**src/rtl/cpu_pkg.sv**
```systemverilog
// Shared CPU definitions: opcode constants, instruction field layout and the
// fetch-stage state encoding.
package cpu_pkg;

  localparam int CPU_PC_W    = 8;
  localparam int CPU_INSTR_W = 16;

  localparam logic [3:0] OP_ADD = 4'h0;
  localparam logic [3:0] OP_SUB = 4'h1;
  localparam logic [3:0] OP_AND = 4'h2;
  localparam logic [3:0] OP_OR  = 4'h3;
  localparam logic [3:0] OP_XOR = 4'h4;
  localparam logic [3:0] OP_LD  = 4'h5;
  localparam logic [3:0] OP_ST  = 4'h6;
  localparam logic [3:0] OP_BEQ = 4'h8;
  localparam logic [3:0] OP_BNE = 4'h9;

  // Low bit of each field; imm6 overlaps rs2 and the low three bits.
  localparam int OPC_LSB = 12;
  localparam int RD_LSB  = 9;
  localparam int RS1_LSB = 6;
  localparam int RS2_LSB = 3;
  localparam int IMM_LSB = 0;

  typedef enum logic [1:0] {
    IDLE  = 2'd0,
    REQ   = 2'd1,
    HOLD  = 2'd2,
    DRAIN = 2'd3
  } fetch_state_t;

endpackage

```
**src/rtl/instr_fetch_unit_if.sv**
```systemverilog
// Fetch-stage bus bundle: instruction-memory handshake, decoded-field output
// handshake, and execute-stage redirect. master = fetch unit side.
interface instr_fetch_unit_if
  import cpu_pkg::*;
#(
  parameter int PC_W    = CPU_PC_W,
  parameter int INSTR_W = CPU_INSTR_W
);

  logic               fetch_en;
  logic               imem_req;
  logic [PC_W-1:0]    imem_addr;
  logic               imem_ready;
  logic [INSTR_W-1:0] imem_rdata;
  logic               instr_valid;
  logic               instr_accept;
  logic [3:0]         opcode;
  logic [2:0]         rd;
  logic [2:0]         rs1;
  logic [2:0]         rs2;
  logic [5:0]         imm;
  logic [PC_W-1:0]    pc_out;
  logic               branch_taken;
  logic [PC_W-1:0]    branch_target;

  modport master (
    input  fetch_en,
    output imem_req,
    output imem_addr,
    input  imem_ready,
    input  imem_rdata,
    output instr_valid,
    input  instr_accept,
    output opcode,
    output rd,
    output rs1,
    output rs2,
    output imm,
    output pc_out,
    input  branch_taken,
    input  branch_target
  );

  modport slave (
    output fetch_en,
    input  imem_req,
    input  imem_addr,
    output imem_ready,
    output imem_rdata,
    input  instr_valid,
    output instr_accept,
    input  opcode,
    input  rd,
    input  rs1,
    input  rs2,
    input  imm,
    input  pc_out,
    output branch_taken,
    output branch_target
  );

endinterface

```
**src/rtl/pc_register.sv**
```systemverilog
// Program counter with a redirect load and a +1 step; load wins over step and
// the step wraps silently at 2^W.
module pc_register #(
  parameter int W = 8
) (
  input  logic         clk,
  input  logic         reset,
  input  logic         load,
  input  logic [W-1:0] load_value,
  input  logic         inc,
  output logic [W-1:0] pc
);

  always_ff @(posedge clk or posedge reset) begin
    if (reset) begin
      pc <= '0;
    end else if (load) begin
      pc <= load_value;
    end else if (inc) begin
      pc <= pc + W'(1);
    end
  end

endmodule

```
**src/rtl/instr_fetch_unit.sv**
```systemverilog
// Fetch stage: issues one instruction-memory request at a time, captures the
// returned word into IR and hands its fields downstream; redirects kill work.
module instr_fetch_unit
  import cpu_pkg::*;
#(
  parameter int PC_W    = CPU_PC_W,
  parameter int INSTR_W = CPU_INSTR_W
) (
  input  logic               clk,
  input  logic               reset,
  instr_fetch_unit_if.master bus
);

  fetch_state_t       state_reg;
  fetch_state_t       state_next;
  logic [PC_W-1:0]    pc;
  logic [PC_W-1:0]    drain_addr_reg;
  logic [PC_W-1:0]    pc_out_reg;
  logic [INSTR_W-1:0] ir_reg;
  logic               capture;
  logic               start_drain;

  // A word is kept only if the request completes without a redirect alongside it.
  assign capture     = (state_reg == REQ) && bus.imem_ready && !bus.branch_taken;
  assign start_drain = (state_reg == REQ) && !bus.imem_ready && bus.branch_taken;

  pc_register #(
    .W (PC_W)
  ) u_pc (
    .clk        (clk),
    .reset      (reset),
    .load       (bus.branch_taken),
    .load_value (bus.branch_target),
    .inc        (capture),
    .pc         (pc)
  );

  always_ff @(posedge clk or posedge reset) begin
    if (reset) begin
      state_reg <= IDLE;
    end else begin
      state_reg <= state_next;
    end
  end

  always_comb begin
    state_next = state_reg;
    case (state_reg)
      IDLE: begin
        if (bus.fetch_en) begin
          state_next = REQ;
        end
      end
      REQ: begin
        if (bus.imem_ready) begin
          state_next = bus.branch_taken ? REQ : HOLD;
        end else if (bus.branch_taken) begin
          state_next = DRAIN;
        end
      end
      HOLD: begin
        if (bus.branch_taken) begin
          state_next = REQ;
        end else if (bus.instr_accept) begin
          state_next = bus.fetch_en ? REQ : IDLE;
        end
      end
      DRAIN: begin
        if (bus.imem_ready) begin
          state_next = bus.fetch_en ? REQ : IDLE;
        end
      end
      default: state_next = IDLE;
    endcase
  end

  always_ff @(posedge clk or posedge reset) begin
    if (reset) begin
      ir_reg         <= '0;
      pc_out_reg     <= '0;
      drain_addr_reg <= '0;
    end else begin
      if (capture) begin
        ir_reg     <= bus.imem_rdata;
        pc_out_reg <= pc;
      end
      // The PC moves to the target at once, so remember the address still on the bus.
      if (start_drain) begin
        drain_addr_reg <= pc;
      end
    end
  end

  assign bus.imem_req    = (state_reg == REQ) || (state_reg == DRAIN);
  assign bus.imem_addr   = (state_reg == DRAIN) ? drain_addr_reg : pc;
  assign bus.instr_valid = (state_reg == HOLD);
  assign bus.opcode      = ir_reg[OPC_LSB +: 4];
  assign bus.rd          = ir_reg[RD_LSB  +: 3];
  assign bus.rs1         = ir_reg[RS1_LSB +: 3];
  assign bus.rs2         = ir_reg[RS2_LSB +: 3];
  assign bus.imm         = ir_reg[IMM_LSB +: 6];
  assign bus.pc_out      = pc_out_reg;

endmodule

```
**src/flat_wrapper.sv**
```systemverilog
// flat-port wrapper written by rule: the top's interface ports become plain ports
module instr_fetch_unit_flat import cpu_pkg::*;
#(
  parameter int PC_W    = CPU_PC_W,
  parameter int INSTR_W = CPU_INSTR_W
)
  (clk, reset, bus_fetch_en, bus_imem_req, bus_imem_addr, bus_imem_ready, bus_imem_rdata, bus_instr_valid, bus_instr_accept, bus_opcode, bus_rd, bus_rs1, bus_rs2, bus_imm, bus_pc_out, bus_branch_taken, bus_branch_target);
  instr_fetch_unit_if #(.PC_W(PC_W), .INSTR_W(INSTR_W)) bus_i ();
  input  logic clk;
  input  logic reset;
  input wire logic [$bits(bus_i.fetch_en)-1:0] bus_fetch_en;
  output wire logic [$bits(bus_i.imem_req)-1:0] bus_imem_req;
  output wire logic [$bits(bus_i.imem_addr)-1:0] bus_imem_addr;
  input wire logic [$bits(bus_i.imem_ready)-1:0] bus_imem_ready;
  input wire logic [$bits(bus_i.imem_rdata)-1:0] bus_imem_rdata;
  output wire logic [$bits(bus_i.instr_valid)-1:0] bus_instr_valid;
  input wire logic [$bits(bus_i.instr_accept)-1:0] bus_instr_accept;
  output wire logic [$bits(bus_i.opcode)-1:0] bus_opcode;
  output wire logic [$bits(bus_i.rd)-1:0] bus_rd;
  output wire logic [$bits(bus_i.rs1)-1:0] bus_rs1;
  output wire logic [$bits(bus_i.rs2)-1:0] bus_rs2;
  output wire logic [$bits(bus_i.imm)-1:0] bus_imm;
  output wire logic [$bits(bus_i.pc_out)-1:0] bus_pc_out;
  input wire logic [$bits(bus_i.branch_taken)-1:0] bus_branch_taken;
  input wire logic [$bits(bus_i.branch_target)-1:0] bus_branch_target;
  assign bus_i.fetch_en = bus_fetch_en;
  assign bus_imem_req = bus_i.imem_req;
  assign bus_imem_addr = bus_i.imem_addr;
  assign bus_i.imem_ready = bus_imem_ready;
  assign bus_i.imem_rdata = bus_imem_rdata;
  assign bus_instr_valid = bus_i.instr_valid;
  assign bus_i.instr_accept = bus_instr_accept;
  assign bus_opcode = bus_i.opcode;
  assign bus_rd = bus_i.rd;
  assign bus_rs1 = bus_i.rs1;
  assign bus_rs2 = bus_i.rs2;
  assign bus_imm = bus_i.imm;
  assign bus_pc_out = bus_i.pc_out;
  assign bus_i.branch_taken = bus_branch_taken;
  assign bus_i.branch_target = bus_branch_target;
  instr_fetch_unit #(.PC_W(PC_W), .INSTR_W(INSTR_W)) u_core (.clk(clk), .reset(reset), .bus(bus_i));
endmodule
```
**config.mk**
```make
export PLATFORM = sky130hd
export DESIGN_NAME = instr_fetch_unit_flat
export DESIGN_NICKNAME = d
export VERILOG_FILES = /design/src/rtl/cpu_pkg.sv /design/src/rtl/instr_fetch_unit_if.sv /design/src/rtl/pc_register.sv /design/src/rtl/instr_fetch_unit.sv /design/src/flat_wrapper.sv
export SDC_FILE = /design/constraint.sdc
export NUM_CORES = 1
export LEC_CHECK = 0
export CORE_UTILIZATION = 35
export CTS_BUF_LIST = sky130_fd_sc_hd__clkbuf_4 sky130_fd_sc_hd__clkbuf_8
export DETAILED_ROUTE_END_ITERATION = 10
export GPL_TIMING_DRIVEN = 0
export HOLD_SLACK_MARGIN = 0.15
export PLACE_DENSITY = 0.68
export REMOVE_ABC_BUFFERS = 1
export SYNTH_ARGS = -nofsm -noshare
export SYNTH_HDL_FRONTEND = slang
export SYNTH_HIERARCHICAL = 1
export SYNTH_SLANG_ARGS = --single-unit
```
**constraint.sdc**
```tcl
create_clock -name clk -period 2.6 [get_ports clk]
set_clock_uncertainty 0.2 [all_clocks]
set_input_delay 0.78 -clock clk [delete_from_list [all_inputs] [get_ports clk]]
set_output_delay 0.78 -clock clk [all_outputs]
set_load 0.02 [all_outputs]
```
==> results of run 1 <==
[critical path, cell delays in order (launching register included)]
cell and delay [ns]:
dfrtp_2 0.44, nand2_4 0.15, mux2_2 0.36, dlygate4sd2_1 0.32
[through the flow]
stage | cell area, um2 | hold WS [ns]
6_report | 2850 | 0.309
3_3_place_gp | 2670 | 0.285
5_1_grt | 2850 | 0.322
2_1_floorplan | 1910 | 0.277
3_5_place_dp | 2700 | 0.292
4_1_cts | 2850 | 0.312
[cell usage after synthesis, drive strengths merged]
cell / instances / area share (%)
and3b: 2 / 0.88
and4bb: 1 / 0.63
buf: 9 / 3.6
clkbuf: 3 / 0.56
dfrtp: 42 / 53
ha: 1 / 0.63
inv: 2 / 0.38
mux2: 40 / 26
mux2i: 1 / 0.50
nand2: 11 / 2.1
nand3: 5 / 1.3
nand4: 4 / 1.6
nor2b: 6 / 1.9
nor3: 3 / 0.75
nor3b: 1 / 0.38
nor4b: 1 / 0.75
o21ai: 11 / 2.8
or4: 3 / 1.1
xnor2: 1 / 0.44
xor2: 3 / 1.3
[where the power goes]
group | internal, mW | switching, mW | total [mW]
sequential | 0.931 | 0.178 | 1.11
clock | 0.308 | 0.212 | 0.521
combinational | 0.898 | 0.690 | 1.59
[cell families after synthesis]
kind of cell	share of synthesized area (%)
XOR/XNOR	1.75
buffers and inverters	4.51
multiplexers	26.4
AO/OA/AOI/OAI	2.76
adder cells (fa/ha/maj)	0.626
AND/OR/NAND/NOR	11.3
flip-flops	52.6
[final cells by class]
type	count	area (um2)
Timing Repair Buffer	73	721
Sequential cell	42	1050
Inverter	2	7.51
Tap cell	72	90.1
Clock inverter	1	30.0
Fill cell	471	2650
Multi-Input combinational cell	94	867
Clock buffer	7	83.8
[layout by cell type, fill, tap and decap left out, drive strengths merged, types with 2 or more instances in the layout]
cell	Yosys	final
dlygate4sd2	0	8
nor3	3	3
clkdlybuf4s50	0	56
clkbuf	3	8
nor2b	6	6
mux2	40	40
nand3	5	5
inv	2	2
buf	9	7
o21ai	11	11
or4	3	3
xor2	3	3
dfrtp	42	42
nand4	4	4
and3b	2	2
nand2	11	11
[worst paths after layout]
kind                                                 startpoint                              endpoint  slack, ns  depth (start not counted)
max                             u_core/state_reg[1]$_DFFE_PP0P_                      bus_imem_addr[4]       0.06                          3
min                        u_core/drain_addr_reg[4]$_DFFE_PP0P_  u_core/drain_addr_reg[4]$_DFFE_PP0P_       0.31                          1
max reg2reg                     u_core/state_reg[1]$_DFFE_PP0P_         u_core/u_pc/pc[7]$_DFFE_PP0P_       0.70                          5
min reg2reg                u_core/drain_addr_reg[4]$_DFFE_PP0P_  u_core/drain_addr_reg[4]$_DFFE_PP0P_       0.31                          1
max in group asynchronous                                 reset       u_core/state_reg[0]$_DFFE_PP0P_       0.76                          2
min in group asynchronous                                 reset         u_core/u_pc/pc[1]$_DFFE_PP0P_       0.57                          2
[routing by layer]
| metal | global-route usage (%) | vias to the layer above | part of all wire (%) |
|---|---|---|---|
| li1 | - | 660 | - |
| met1 | 20.4 | 671 | 49 |
| met2 | 21.5 | 34 | 46 |
| met3 | 4.24 | 4 | 4.2 |
| met4 | 3.96 | 0 | 0.70 |
| met5 | 0 | - | 0 |
[what timing repair did]
item	CTS	global route
setup buffers	4	1
setup endpoints to repair	48	17
hold buffers	0	0
gates resized for setup	13	4
pin swaps	1	1
==> results.cfg, run 1 <==
[run]
maxCapViolations = 0

[critical_path]
crit_required_ns = 1.62
start_kind = flip-flop
worstSetupPathType = reg2out
critPathCaptureType = output pin
cp_max_fo = 8
cp.arrival_ns = 1.56

[synthesis]
syn_area_um2 = 2000
postSynthAreaPerCell_um2 = 13.3
syn-instance-count = 150
yosys_warnings = 6
ys_seq_area_share_pct = 52.6
ys_types = 25
synth_seq_cells = 42

[sta]
tightest_slew_ns = 0.922
slew_headroom_pct = 38.5
hold_violations = 0
setup_violations = 0
finalCritPeriodShare_pct = 97.5
setup_slack_ns = 0.0640
min_period_ns = 2.54
final.setup.tns_ns = 0
grt_setup_unrepaired = false
fmax_mhz = 394
drv_slew = 0

[clocking]
cts_root_buf = clkbuf_8
worstSkewPairLatency_ns = 0.29
cts_sinks = 42
cts_buffers = 5
cts.path.max_buffers = 2
path_clk_slew_ns = 0.08
h-tree-depth = 2
tritoncts = done

[floorplanning]
die_y_um = 77.5
ioPinCount = 67
start_util_pct = 36.3
die_x_um = 77.5
dieArea_um2 = 6010
num_rows = 27
design.core.area_um2 = 5510

[detailed_routing]
vias = 1369
drtIter0Drc = 71
drt-total-wl_um = 4150
drcViolationCount = 0
dr.pass1.iters = 3
viasPerCell = 4.70
ant_nets = 0
avgRoutedWirePerCell_um = 14.3

[global_route]
grt_pass1_vias = 1341
grt_use_total_pct = 14.5
grt_remaining_overflow = 0
grt_pass1_wl_um = 6730
grt_max_degree = 25
antenna_found_initial = 0

[worst_hold_path]
hold_path_class = reg2reg

[final_layout]
antenna_cells = 0
final_cells = 291
drive_above_1_share_pct = 28.3
fin_nets = 249
fin_util_pct = 51.8
syn2layout_area_growth_pct = 42.9
largest_register_ffs = 16

[placed_design]
dp_hpwl_um = 2840
gp_congestion = 0.725
dpl.cell_count = 278
dp_slack_ns = -0.671
io_buffers = 66

[power_and_ir_drop]
powerDensity_nw_per_um2 = 1130
p_total_mw = 3.22
irDropWorstVdd_v = 0.000435
power.leakage_nw = 1.25

[outcome]
status = finished, final reports clean
(Power assumes the default switching activity.)
==> run 2, diff against run 1 <==
- SLEW_MARGIN: not set -> 20
==> results.cfg, run 2 (same netlist as run 1, synthesis figures left out) <==
[floorplanning]
design.core.area_um2 = 5510
start_util_pct = 36.3
num_rows = 27
die_y_um = 77.5
die_x_um = 77.5
ioPinCount = 67
dieArea_um2 = 6010

[detailed_routing]
m1WireLength_um = 1890
dr_wl_met2_um = 1860
drtIter0Drc = 41
vias = 1369
dr.pass1.iters = 4
highest_layer = met4
ant_nets = 0
avgRoutedWirePerCell_um = 13.9
wl_met3_um = 218
drcViolationCount = 0
viasPerCell = 4.79
drt-total-wl_um = 3990

[critical_path]
critPathCaptureType = output pin
worstSetupPathType = reg2out
cp_max_fo = 8
cp.arrival_ns = 1.56
start_kind = flip-flop
crit_required_ns = 1.62

[global_route]
grt_pass1_vias = 1301
grt_remaining_overflow = 0
antenna_found_initial = 0
grt_pass1_wl_um = 6530
grt_max_degree = 35
grt_use_total_pct = 14.0

[power_and_ir_drop]
clkPwrFrac_pct = 13.9
powerDensity_nw_per_um2 = 1110
switchingPower_mw = 1.08
internal_power_mw = 2.02
power.leakage_nw = 1.20
p_comb_share_pct = 50.2
p_sw_share_pct = 34.7
power_frac_seq_pct = 35.9
irDropWorstVdd_v = 0.000450

[final_layout]
seqCellArea_um2 = 1050
multiInputGateArea_um2 = 867
fill_cells = 484
mostFrequentLayoutCells = 56 x clkdlybuf4s50_1, 40 x dfrtp_1, 22 x mux2_2
syn2layout_area_growth_pct = 40.0
stdcell_area_um2 = 2800
fin_nets = 244
largest_register_ffs = 16
antenna_cells = 0
layout_commonest_cell = clkdlybuf4s50_1
drive_above_1_share_pct = 26.6

[sta]
min_period_ns = 2.54
setup_violations = 0
fmax_mhz = 393
drv_slew = 0
final.setup.tns_ns = 0
tightest_slew_ns = 0.736
finalCritPeriodShare_pct = 97.9
hold_violations = 0
grt_setup_unrepaired = true
slew_headroom_pct = 50.9

[clocking]
path_clk_slew_ns = 0.08
h-tree-depth = 2
cts.path.max_buffers = 2
cts_sinks = 42
hold_buffers = 0
cts_buffers = 5
tritoncts = done
cts_root_buf = clkbuf_8
worstSkewPairLatency_ns = 0.29

[placed_design]
dpl_cell_area_um2 = 2690
io_buffers = 66
dp_hpwl_um = 2760
gp_congestion = 0.725

[worst_hold_path]
hold_path_class = reg2reg

[run]
maxCapViolations = 0

[outcome]
status = finished, final reports clean
## run 2: changes by cell type in the layout (fill, tap and decap cells not counted)
cell | previous run | this run
dlygate4sd2_1 | 8 | 6
inv_2 | 0 | 1
clkdlybuf4s15_1 | 0 | 3
clkbuf_4 | 2 | 0
inv_1 | 2 | 1
bufinv_16 | 1 | 0
clkbuf_8 | 5 | 6
clkbuf_2 | 1 | 0
clkinv_2 | 0 | 1
buf_4 | 5 | 1
buf_8 | 1 | 0
clkinvlp_4 | 0 | 1
## run 2: path summary, 6_finish.rpt
check / start / to / slack [ns] / cells after the start
setup reg to reg: u_core/state_reg[1]$_DFFE_PP0P_ / u_core/u_pc/pc[7]$_DFFE_PP0P_ / 0.69 / 4
setup / recovery: u_core/state_reg[1]$_DFFE_PP0P_ / bus_imem_addr[0] / 0.06 / 3
hold / removal: u_core/drain_addr_reg[5]$_DFFE_PP0P_ / u_core/drain_addr_reg[5]$_DFFE_PP0P_ / 0.31 / 1
max in group asynchronous: reset / u_core/state_reg[1]$_DFFE_PP0P_ / 0.95 / 2
min in group asynchronous: reset / u_core/u_pc/pc[4]$_DFFE_PP0P_ / 0.58 / 2
hold reg to reg: u_core/drain_addr_reg[5]$_DFFE_PP0P_ / u_core/drain_addr_reg[5]$_DFFE_PP0P_ / 0.31 / 1
## run 2: metal layers
layer  up-vias  GRT usage, %
met2        37          20.6
met5         -             0
met4         0          3.40
met1       682          19.7
li1        648             -
met3         2          4.59
## run 2: what timing repair did
item / 4_1_cts / 5_1_grt
endpoints found under the hold margin: 0 / 0
resized for setup: 14 / 4
endpoints found under the setup margin: 48 / 12
buffers inserted: 1 / 0
pin swaps: 1 / 0
## run 2: final cells by class
| cell class | instances | share of cell area (%) |
|---|---|---|
| flip-flops and latches | 42 | 37.7 |
| inverters | 2 | 0.268 |
| clock inverters | 2 | 0.447 |
| clock buffers | 6 | 2.95 |
| multi-input cells | 94 | 31.0 |
| repair buffers | 68 | 24.4 |
| well taps | 72 | 3.22 |
## run 2: power groups by stage
stage	Combinational, mW	Sequential, mW	Clock (mW)
finish	1.56	1.11	0.431
CTS	1.57	1.12	0.450
floorplan	0.619	1.37	0
detailed placement	1.57	1.13	0
global route	1.65	1.16	0.484
global placement	1.56	1.12	0
## run 2: critical path, cell delays in order (launching register included)
cell and delay [ns]:
dfrtp_2 0.46, nand2_4 0.15, mux2_2 0.34, dlygate4sd2_1 0.33
## run 2: per-stage QoR
step	worst slack, ns	power, mW	cells	hold slack [ns]	util [%]
final	0.0553	3.10	286	0.309	50.8
after global routing	-0.0341	3.29	286	0.323	50.8
after detailed placement	-0.674	2.70	277	0.292	48.8
after global placement	-1.82	2.68	276	0.285	48.4
after CTS	0.0226	3.14	286	0.312	50.7
after floorplan	-0.363	1.99	138	0.277	-
